===== src/rtl/miriscv_int_controller.sv =====
// miriscv_int_controller
//   Interrupt controller feeding the CSR unit's trap inputs. It arbitrates
//   NUM_IRQ request lines under the mie mask, issues a one-cycle trap pulse
//   with mcause, and on mret sends a one-hot completion pulse to the serviced
//   source. Nested interrupts are not supported.
//
//   Optional feature macro: IRQ_EDGE_EN
//     defined   : rising edges of int_req_i are latched into a pending register,
//                 and arbitration uses the pending register.
//     undefined : level-sensitive; arbitration uses int_req_i directly.
//
// Ports
//   clk        in   1        core clock
//   reset      in   1        synchronous active-low reset
//   int_req_i  in   NUM_IRQ  interrupt request lines (index 0 = highest priority)
//   csr_mie_i  in   32       mie mask from the CSR unit
//   mret_i     in   1        mret retiring this cycle
//   int_o      out  1        trap pulse (registered, one cycle)
//   mcause_o   out  32       trap cause (registered)
//   int_fin_o  out  NUM_IRQ  one-hot completion pulse (registered, one cycle)

module miriscv_int_controller #(
   parameter int unsigned NUM_IRQ = 32
) (
   input  logic               clk,
   input  logic               reset,
   input  logic [NUM_IRQ-1:0] int_req_i,
   input  logic [31:0]        csr_mie_i,
   input  logic               mret_i,
   output logic               int_o,
   output logic [31:0]        mcause_o,
   output logic [NUM_IRQ-1:0] int_fin_o
);

   localparam int unsigned IDX_W        = 5;
   localparam logic [31:0] MCAUSE_BASE  = 32'h8000_0010;

   typedef enum logic [1:0] {
      IDLE    = 2'd0,
      SERVICE = 2'd1,
      DONE    = 2'd2
   } state_t;

   state_t             state_q, state_d;
   logic [IDX_W-1:0]   idx_q, idx_d;
   logic               int_d;
   logic [31:0]        mcause_d;
   logic [NUM_IRQ-1:0] fin_d;
   logic [NUM_IRQ-1:0] req_eff;
   logic [NUM_IRQ-1:0] masked;
   logic [IDX_W-1:0]   win_idx;
   logic               win_valid;

`ifdef IRQ_EDGE_EN
   logic [NUM_IRQ-1:0] req_prev_q;
   logic [NUM_IRQ-1:0] pending_q;
   logic [NUM_IRQ-1:0] pending_d;

   // Pending bits clear on the edge that raises int_fin_o; a new edge on the
   // same bit at that moment keeps it set.
   always_comb begin
      pending_d = (pending_q & ~fin_d) | (int_req_i & ~req_prev_q);
   end

   always_ff @(posedge clk) begin
      if (!reset) begin
         req_prev_q <= '0;
         pending_q  <= '0;
      end else begin
         req_prev_q <= int_req_i;
         pending_q  <= pending_d;
      end
   end

   assign req_eff = pending_q;
`else
   assign req_eff = int_req_i;
`endif

   assign masked = req_eff & csr_mie_i[NUM_IRQ-1:0];

   // Fixed-priority pick: lowest set index wins.
   always_comb begin
      win_idx   = '0;
      win_valid = |masked;
      for (int i = NUM_IRQ - 1; i >= 0; i--) begin
         if (masked[i]) win_idx = IDX_W'(i);
      end
   end

   // Next-state and next-output logic.
   always_comb begin
      state_d  = state_q;
      idx_d    = idx_q;
      int_d    = 1'b0;
      mcause_d = mcause_o;
      fin_d    = '0;
      case (state_q)
         IDLE: begin
            if (win_valid) begin
               int_d    = 1'b1;
               mcause_d = MCAUSE_BASE + 32'(win_idx);
               idx_d    = win_idx;
               state_d  = SERVICE;
            end
         end
         SERVICE: begin
            if (mret_i) begin
               fin_d   = NUM_IRQ'(1) << idx_q;
               state_d = DONE;
            end
         end
         DONE: begin
            state_d = IDLE;
         end
         default: begin
            state_d = IDLE;
         end
      endcase
   end

   // State and registered outputs.
   always_ff @(posedge clk) begin
      if (!reset) begin
         state_q   <= IDLE;
         idx_q     <= '0;
         int_o     <= 1'b0;
         mcause_o  <= '0;
         int_fin_o <= '0;
      end else begin
         state_q   <= state_d;
         idx_q     <= idx_d;
         int_o     <= int_d;
         mcause_o  <= mcause_d;
         int_fin_o <= fin_d;
      end
   end

endmodule


===== config.mk =====
export PLATFORM = sky130hd
export DESIGN_NAME = miriscv_int_controller
export DESIGN_NICKNAME = d
export VERILOG_FILES = /design/src/rtl/miriscv_int_controller.sv
export SDC_FILE = /design/constraint.sdc
export NUM_CORES = 1
export LEC_CHECK = 0
export CAP_MARGIN = 20
export CORE_AREA = 2 2 74 76
export CTS_BUF_LIST = sky130_fd_sc_hd__clkbuf_16
export DETAILED_ROUTE_END_ITERATION = 8
export DIE_AREA = 0 0 76 78
export PLACE_DENSITY = 0.89
export SETUP_SLACK_MARGIN = 0.15
export SLEW_MARGIN = 25
export SYNTH_ARGS = -nofsm -noshare
export SYNTH_HDL_FRONTEND = slang
export SYNTH_SLANG_ARGS = --single-unit

===== constraint.sdc =====
create_clock -name clk -period 3.2 [get_ports clk]
set_input_delay 0.64 -clock clk [delete_from_list [all_inputs] [get_ports clk]]
set_output_delay 0.64 -clock clk [all_outputs]
set_load 0.02 [all_outputs]

# Yosys cells after proc, flatten, opt, wreduce, memory -nomap -nowiden
# Cells that the tools add are included.
dict set report classes {
  eq_ne 3
  reduce_logical 6
  mux 36
  bitwise_logic 1
  add_sub_neg 1
  shift 1
}
# cell count
set ops {}
lappend ops {{$mux 5} 32}
lappend ops {{$add 32x5->32 const A} 1}
lappend ops {{$and 32x32->32} 1}
lappend ops {{$reduce_or 32->1} 1}
lappend ops {{$shl 1x5->32 const A} 1}
lappend ops {{$reduce_and 2->1} 3}
lappend ops {{$mux 2} 2}
lappend ops {{$ne 2x2->1 const B} 2}
lappend ops {{$pmux 2 s2} 1}
lappend ops {{$reduce_and 3->1} 1}
lappend ops {{$eq 2x1->1 const B} 1}
lappend ops {{$logic_not 2->1} 1}
lappend ops {{$mux 1} 1}
dict set report word_totals {
  inputBits 67
  reg_bits 72
}

# Depth between registers and ports, before layout
dict set report logic_depth {
  ltp_word 34
  depth_mapped 6
  mapped_depth_nobuf 6
}

# Worst setup path before layout
# Ideal clock, no wire load.
dict set report synth_path {
  path_kind {input-to-reg}
  startpoint {in int_req_i[21]}
  endpoint {reg idx_q[1]}
  setup_ps 101
  cell_stages 6
  n_path_buf 0
  arrival_time_ps 1838
  required_time_ps 3099
  setup_slack_ps 1261
  path_cell_list {a22o_1 > or2_1 > or3_4 > o21ai_4 > nand3_1 > o41ai_1}
}
dict set report synth_between {
  elab_chain_len 23
  elab_cells_between_ends 25
}
# item line_no
set synth_lines {}
lappend synth_lines {{start, declared} 27} ;# input logic [NUM_IRQ-1:0] int_req_i,
lappend synth_lines {{$and 32x32->32 *} 80} ;# assign masked = req_eff & csr_mie_i[NUM_IRQ-1:0];
lappend synth_lines {{$mux 5 (22 in a row)} 87} ;# if (masked[i]) win_idx = IDX_W'(i);
lappend synth_lines {{end signal, assigned} 132} ;# idx_q <= idx_d;
lappend synth_lines {{end, declared} 45} ;# logic [IDX_W-1:0] idx_q, idx_d;
# Mark *: on every way between the ends. The rest lies on a longest branch, timed or not.
# A chain may end at the register's enable or synchronous reset.

# Worst setup path after layout
dict set report layout_path {
  startpoint {in int_req_i[21]}
  endpoint {reg idx_q[2]}
}
# Same word-level chain as after synthesis.

==> flow_summary.json <==
{
  "startpoint_type": "input pin",
  "yosysMostFrequentCell": "dfxtp_1",
  "dp_hpwl_um": 4330,
  "first_global_vias": 1862,
  "die_y_um": 78,
  "port_buffers": 106,
  "synth_xor_area_share_pct": 0,
  "floorplan.io_pins": 132,
  "slew_headroom_pct": 66.7,
  "yosysTopAreaCell": "dfxtp_1",
  "coreArea_um2": 5040,
  "worst_pin_slew_ns": 0.497,
  "peakVddDrop_mv": 0.258,
  "setup_viol": 0,
  "num_rows": 26,
  "synthFlopType": "dfxtp_1",
  "n_antenna_cell": 0,
  "syn-instance-count": 226,
  "cp_max_fo": 7,
  "wl_um": 5070,
  "fin_hold_ws_ns": 0.466,
  "fin_tns_setup_ns": 0,
  "syn-cell-area_um2": 1890,
  "synthToLayoutAreaGrowth_pct": 62.0,
  "clock_tree.htree_level_count": 2,
  "drv_cap": 0,
  "cellLeakagePower_nw": 1.18,
  "cts_root_buffer": "clkbuf_16",
  "period_needed_ns": 2.26,
  "cts.hold.buffers_added": 0,
  "crit_arrival_ns": 2.43,
  "drc": 0,
  "grt_max_degree": 13,
  "synthAdderAreaFrac_pct": 0,
  "first_pass_iters": 6,
  "hold_path_depth": 2,
  "synth_compound_area_share_pct": 22.0,
  "antenna_found_initial": 0,
  "yosysSeqAreaShare_pct": 44.4,
  "reg2reg_depth": 5,
  "post-route-period-util_pct": 70.6,
  "final_antenna_net_count": 0,
  "post-cts-setup-buffers": 0,
  "dr_total_vias": 1961,
  "ys_top_cells_by_count": "42 x dfxtp_1, 41 x nor2_1, 30 x nand2_1, 25 x buf_4, 14 x a22oi_1",
  "post_drt_wl_per_cell_um": 12.5,
  "async_reset_ff_share_pct": 0,
  "status": "complete, no violations",
  "synth_mux_area_share_pct": 0,
  "finish.utilization_pct": 60.8,
  "place_area_um2": 2930,
  "die_area_um2": 5930,
  "final_layout_size_suffix_gt1_share_pct": 3.28,
  "synth_top_family_by_area": "simple AND/OR/NAND/NOR gates",
  "synth_top_area_share_pct": 44.4,
  "hold_violations": 0,
  "avgViaCountPerCell": 4.84,
  "fin_total_pwr_w": 0.00126,
  "syn_avg_cell_area_um2": 8.37,
  "end_kind": "flop",
  "critPathKind": "in -> reg",
  "synth_edf_count": 0,
  "clk_pin_slew_worst_paths_ns": 0.05,
  "yosys_warnings": 0,
  "final_area_um2": 3070,
  "cellPowerDensity_nw_per_um2": 412,
  "initial_utilization_pct": 37.5,
  "synth.distinct_cells": 35,
  "cts_tree": "built",
  "ys_top_cells_by_area": "dfxtp_1 44%, buf_4 9.9%, nor2_1 8.1%",
  "synthSimpleGateAreaFrac_pct": 22.4,
  "cts_buffers": 5,
  "slew_viol_final": 0,
  "globalplace.congestion": 0.862,
  "rsz0062_at_grt": "no",
  "max_clock_freq_mhz": 442,
  "hold_class": "reg -> reg",
  "dieWidth_um": 76,
  "clockBufferDepth": 2,
  "grt_remaining_overflow": 0,
  "grt_pass1_wl_um": 8040,
  "grt.total_usage_pct": 16.6,
  "postCtsResizedCells": 0,
  "clk_latency_ns": 0.27,
  "clock_sinks": 42,
  "initialDrtViolationCount": 48,
  "crit_required_ns": 3.37,
  "nNetsFinal": 402,
  "ys_ff_latch": 42,
  "clock_skew_ns": 0.00281
}
[worst paths after layout]
check / start / end / slack [ns]
setup / recovery: int_req_i[21] / idx_q[2] / 0.94
hold reg to reg: mcause_o[4] / mcause_o[4] / 0.47
hold / removal: mcause_o[4] / mcause_o[4] / 0.47
setup reg to reg: state_q[0] / int_fin_o[15] / 1.86
[cell type report]
class                      instances  area, µm²
fill                             445       1980
timing repair buffer             106       1060
multi-input combinational        178        933
sequential                        42        841
clock buffer                       5        125
tap                               70       87.6
clock inverter                     2       10.0
inverter                           2       7.51
[cell families (layout without fill, tap and decap cells)]
| kind of cell | count (synthesis) | count (layout) |
|---|---|---|
| AND/OR/NAND/NOR | 97 | 97 |
| buffers and inverters | 30 | 115 |
| AO/OA/AOI/OAI | 56 | 56 |
| other | 1 | 25 |
| flip-flops | 42 | 42 |
[worst max-delay path: stages]
cell and delay, ns:
clkdlybuf4s50_1 0.46, a22o_1 0.26, or2_1 0.26, or3_4 0.41
o21ai_4 0.22, nand3_1 0.11, o41ai_1 0.08
[where the power goes]
group | switching (W) | internal (W)
Combinational | 0.000133 | 0.000131
Clock | 0.000173 | 0.000281
Sequential | 0.0000107 | 0.000536
Total | 0.000317 | 0.000948
[cells in the final DEF, fill, tap and decap left out, drive strengths merged, types with 3 or more instances in the layout]
cell             n
dfxtp           42
a21boi           3
clkbuf           5
a21oi            6
o21ai            9
nor2b            4
conb            25
a32oi            3
a22oi           14
a31oi            5
and2             4
nor2            41
nand2           30
a22o             4
clkdlybuf4s50  106
nand4            3
nand3            8
[routing by layer]
metal  vias to the layer above  routed length (µm)  GRT usage [%]
met3                         9                 413           5.12
li1                        969                   -              -
met1                       866                2010           16.9
met5                         -                   0              0
met2                       117                2580           32.3
met4                         0                  74           5.27
[stage by stage]
stage / setup slack (ns) / instances
2_1_floorplan: 1.26 / 250
3_3_place_gp: 0.718 / 398
3_5_place_dp: 0.669 / 398
4_1_cts: 0.951 / 405
5_1_grt: 0.752 / 405
6_report: 0.940 / 405
[sequential cells by signal, indices dropped and copies added (netlist names)]
| signal | flops |
|---|---|
| int_o | 1 |
| mcause_o | 3 |
| int_fin_o | 32 |
| state_q | 2 |
| idx_q | 4 |
Note: power is estimated with default switching activity, not from simulation.
